**src/rtl/bcd_pkg.sv**
```systemverilog
// rtl/bcd_pkg.sv - shared BCD digit type, constants and digit validity helper
package bcd_pkg;

  typedef logic [3:0] bcd_digit_t;

  localparam bcd_digit_t BCD_MAX_DIGIT = 4'd9;
  localparam bcd_digit_t BCD_ZERO      = 4'd0;

  function automatic logic bcd_digit_valid(input bcd_digit_t digit);
    return (digit <= BCD_MAX_DIGIT);
  endfunction

endpackage

```
**src/rtl/bcd_digit_step.sv**
```systemverilog
// rtl/bcd_digit_step.sv - combinational single BCD digit increment/decrement with ripple carry/borrow
module bcd_digit_step
  import bcd_pkg::*;
(
  input  bcd_digit_t digit,
  input  logic       up,
  input  logic       cin,
  output bcd_digit_t next_digit,
  output logic       cout
);

  // cin doubles as borrow-in when counting down; cout likewise as borrow-out
  always_comb begin
    next_digit = digit;
    cout       = 1'b0;
    if (cin) begin
      if (up) begin
        if (digit == BCD_MAX_DIGIT) begin
          next_digit = BCD_ZERO;
          cout       = 1'b1;
        end else begin
          next_digit = digit + 4'd1;
        end
      end else begin
        if (digit == BCD_ZERO) begin
          next_digit = BCD_MAX_DIGIT;
          cout       = 1'b1;
        end else begin
          next_digit = digit - 4'd1;
        end
      end
    end
  end

endmodule

```
**src/rtl/bcd_updown_counter.sv**
```systemverilog
// rtl/bcd_updown_counter.sv - multi-digit BCD up/down counter with load, modulo limit and cascade tc
// Define BCD_COUNTER_SATURATE_EN to make terminal steps saturate instead of wrapping.
module bcd_updown_counter
  import bcd_pkg::*;
#(
  parameter int DIGITS = 2
) (
  input  logic                  clk,
  input  logic                  reset_n,
  input  logic                  en,
  input  logic                  up,
  input  logic                  load,
  input  logic [4*DIGITS-1:0]   load_val,
  input  logic [4*DIGITS-1:0]   limit,
  output logic [4*DIGITS-1:0]   count,
  output logic                  tc,
  output logic                  wrap,
  output logic                  load_err
);

  localparam int W = 4 * DIGITS;

  logic [W-1:0]    stepped;
  logic [DIGITS:0] carry;
  logic            carry_unused;
  logic            at_limit;
  logic            at_zero;
  logic            over_limit;
  logic            load_digits_ok;
  logic            load_ok;

  assign carry[0] = 1'b1;

  for (genvar i = 0; i < DIGITS; i++) begin : g_digit
    bcd_digit_step u_step (
      .digit      (count[4*i +: 4]),
      .up         (up),
      .cin        (carry[i]),
      .next_digit (stepped[4*i +: 4]),
      .cout       (carry[i+1])
    );
  end

  // Terminal cases are caught by the comparators, so the final ripple-out is not needed.
  assign carry_unused = carry[DIGITS];

  // With valid BCD on both sides a plain binary compare orders values decimally.
  assign at_limit   = (count == limit);
  assign at_zero    = (count == '0);
  assign over_limit = (count > limit);

  always_comb begin
    load_digits_ok = 1'b1;
    for (int i = 0; i < DIGITS; i++) begin
      if (!bcd_digit_valid(load_val[4*i +: 4])) begin
        load_digits_ok = 1'b0;
      end
    end
  end

  assign load_ok = load_digits_ok && (load_val <= limit);

  assign tc = en & ((up & at_limit) | (~up & at_zero));

  always_ff @(posedge clk) begin
    if (!reset_n) begin
      count    <= '0;
      wrap     <= 1'b0;
      load_err <= 1'b0;
    end else begin
      wrap     <= 1'b0;
      load_err <= 1'b0;
      if (load) begin
        if (load_ok) begin
          count <= load_val;
        end else begin
          load_err <= 1'b1;
        end
      end else if (en) begin
        if (over_limit) begin
          count <= '0;
          wrap  <= 1'b1;
        end else if (up && at_limit) begin
`ifdef BCD_COUNTER_SATURATE_EN
          count <= limit;
`else
          count <= '0;
          wrap  <= 1'b1;
`endif
        end else if (!up && at_zero) begin
`ifdef BCD_COUNTER_SATURATE_EN
          count <= '0;
`else
          count <= limit;
          wrap  <= 1'b1;
`endif
        end else begin
          count <= stepped;
        end
      end
    end
  end

endmodule

```
**config.mk**
```make
export PLATFORM = sky130hd
export DESIGN_NAME = bcd_updown_counter
export DESIGN_NICKNAME = d
export VERILOG_FILES = /design/src/rtl/bcd_pkg.sv /design/src/rtl/bcd_digit_step.sv /design/src/rtl/bcd_updown_counter.sv
export SDC_FILE = /design/constraint.sdc
export NUM_CORES = 1
export LEC_CHECK = 0
export CAP_MARGIN = 20
export CORE_MARGIN = 8
export CORE_UTILIZATION = 55
export DETAILED_ROUTE_END_ITERATION = 8
export PLACE_DENSITY = 0.94
export SLEW_MARGIN = 30
export SYNTH_ARGS = -nofsm -noshare
export SYNTH_HDL_FRONTEND = slang
export SYNTH_HIERARCHICAL = 1
export SYNTH_SLANG_ARGS = --single-unit
export TNS_END_PERCENT = 1
```
**constraint.sdc**
```tcl
create_clock -name clk -period 5.6 [get_ports clk]
set_input_delay 0.84 -clock clk [delete_from_list [all_inputs] [get_ports clk]]
set_output_delay 0.84 -clock clk [all_outputs]
set_load 0.005 [all_outputs]
```
==> summary.md <==
| Metric | Value |
|---|---|
| Number of buffers inserted by port buffering | `31` |
| Post-synthesis cell area | `about 1500 sq um` |
| Die outline height | `67.9 um` |
| Number of global-route vias before repair | `around 1,500` |
| Filler Cell Count | `219` |
| Final critical path time including I/O delays and setup | `3.95 ns` |
| Antenna violations before repair | `0` |
| Sum of routed wire length over all layers | `a little under 4 mm` |
| Antenna diode count | `0` |
| Skew final | `around 0.00062 ns` |
| Library cell used as clock root buffer | `clkbuf_4` |
| Number of max-slew violations in the final report | `0` |
| Number of nets at the end of the flow | `around 250` |
| Critical-path maximum fanout | `3` |
| Setup violations, final | `0` |
| DRT Pass-1 Iters | `4` |
| Synthesized area per cell | `roughly 8.2 sq um` |
| Routability Congestion | `0.877` |
| Endpoint class of the critical path | `output pin` |
| WP data required | `roughly 4.8 ns` |
| Maximum clock frequency | `between 200 and 300 MHz` |
| Total I/O pin count | `32` |
| Routed wirelength normalized by instance count | `~16 um` |
| Post-CTS setup-driven buffer insertion count | `0` |
| DRT iter0 DRCs | `144` |
| Warnings, synthesis | `6` |
| Share of layout cells above drive strength 1 | `around an eighth` |
| Max-cap viol count | `0` |
| Startpoint kind of the worst setup timing path | `primary input` |
| Commonest cells after routing, fill and taps aside | `clkdlybuf4s50_1 (31), inv_1 (16), ha_1 (16), nand2_1 (13), nand4_1 (11)` |
| Core area | `2660 sq um` |
| Placement Rows | `19` |
| Largest net degree at the start of global routing | `24` |
| Max Root-Sink Buffers | `2` |
| Wire length of the first global-routing pass | `approximately 6.7 mm` |
| Transition time of the tightest slew-check pin | `0.739 ns` |
| DP Worst Slack | `1.71 ns` |
| Number of gates resized after CTS | `0` |
| Overall track demand over capacity in global routing | `about 18%` |
| Static power due to leakage | `0.708 nW` |
| Die area | `around 4600 sq um` |
| Source-to-sink clock delay at the later pin of the worst-skew pair | `0.28 ns` |
| Hold-fix buffers at CTS | `0` |
| Areal power density over the cells | `around 170 nW/um^2` |
| Num CTS Buffers | `3` |
| Clk slew on worst S/H paths | `~0.070 ns` |
| Initial cell density of the core | `~56%` |
| Most common library cell in the layout ignoring fill and taps | `clkdlybuf4s50_1` |
| Clock sinks | `10` |
| RSZ-0062 raised after global routing | `false` |
| Class of the worst hold path | `reg2reg` |
| Worst max-slew margin expressed relative to the limit | `between 50% and 60%` |
| Number of instances in the synthesized netlist | `181` |
| Final-layout setup total negative slack | `0 ns` |
| Ratio of routed vias to standard cells | `6.41` |
| Number of endpoints with negative hold slack in the final report | `0` |
| HPWL reported at the end of detailed placement | `approximately 3 mm` |
| Number of remaining DRC errors | `0` |
| Result of the run | `complete, no violations` |
| Sum of overflow across all layers after global routing | `0` |
| Share of the clock period used by the worst path | `between 70% and 80%` |
| Critical path data arrival time | `roughly 3.1 ns` |
| Class of the most critical setup path | `in2out` |
| Signed area change from the synthesized netlist to the final layout | `21.0%` |
| Clock tree from TritonCTS | `done` |
| Maximum VDD drop | `around 0.17 mV` |
| Remaining antenna violation count | `0` |
| H-tree depth | `1` |
| Via count | `approximately 1,500` |
| Horizontal die dimension | `~68 um` |
| Crit path setup slack, layout | `~1.7 ns` |
power breakdown:
group / switching (mW) / internal [mW]
combinational: 0.0695 / 0.0816
sequential: 0.0187 / 0.0775
clock: 0.0299 / 0.0250
total: 0.118 / 0.184
worst max-delay path, cell delays in order:
cell and delay (ns):
clkdlybuf4s50_1 0.48, inv_1 0.08, ha_1 0.31, nand4_1 0.22
nor2_2 0.28, nand2_1 0.13, a21boi_0 0.23, clkdlybuf4s50_1 0.53
worst paths after layout:
| path | cells past startpoint | from | end | slack, ns |
|---|---|---|---|---|
| max reg2reg | 8 | count[0] | count[6] | 3.00 |
| max | 8 | limit[7] | tc | 1.65 |
| min reg2reg | 2 | count[7] | count[7] | 0.73 |
| min | 2 | count[7] | count[7] | 0.73 |
registers in the layout (all words and copies together) (netlist names):
| signal | count |
|---|---|
| wrap | 1 |
| count | 8 |
| load_err | 1 |
area by class of cell:
type	count	area, sq um	share of cell area, %
timing repair buffer	31	310	17.3
sequential	10	200	11.1
clock buffer	3	22.5	1.25
inverter	16	60.1	3.34
multi-input combinational	150	1160	64.8
tap	31	38.8	2.16
routing by layer:
layer	GRT usage [%]	wire length (um)	share of wire [%]	up-vias
met1	23.9	1690	43	707
met5	0	0	0	-
met2	28.8	1900	48	72
met3	2.78	319	8.0	7
met4	5.37	61	1.5	0
li1	-	-	-	758
stage by stage:
step | util [%] | instances | total power [mW] | hold slack [ns] | area, sq um
6_report | 67.4 | 241 | 0.302 | 0.729 | 1800
5_1_grt | 67.4 | 241 | 0.321 | 0.766 | 1800
4_1_cts | 67.4 | 241 | 0.300 | 0.722 | 1800
3_5_place_dp | 66.6 | 238 | 0.246 | 0.709 | 1770
3_3_place_gp | 66.6 | 238 | 0.243 | 0.701 | 1770
2_1_floorplan | - | 187 | 0.199 | 0.612 | 1510
No activity file was read; power rests on OpenSTA's default activity.
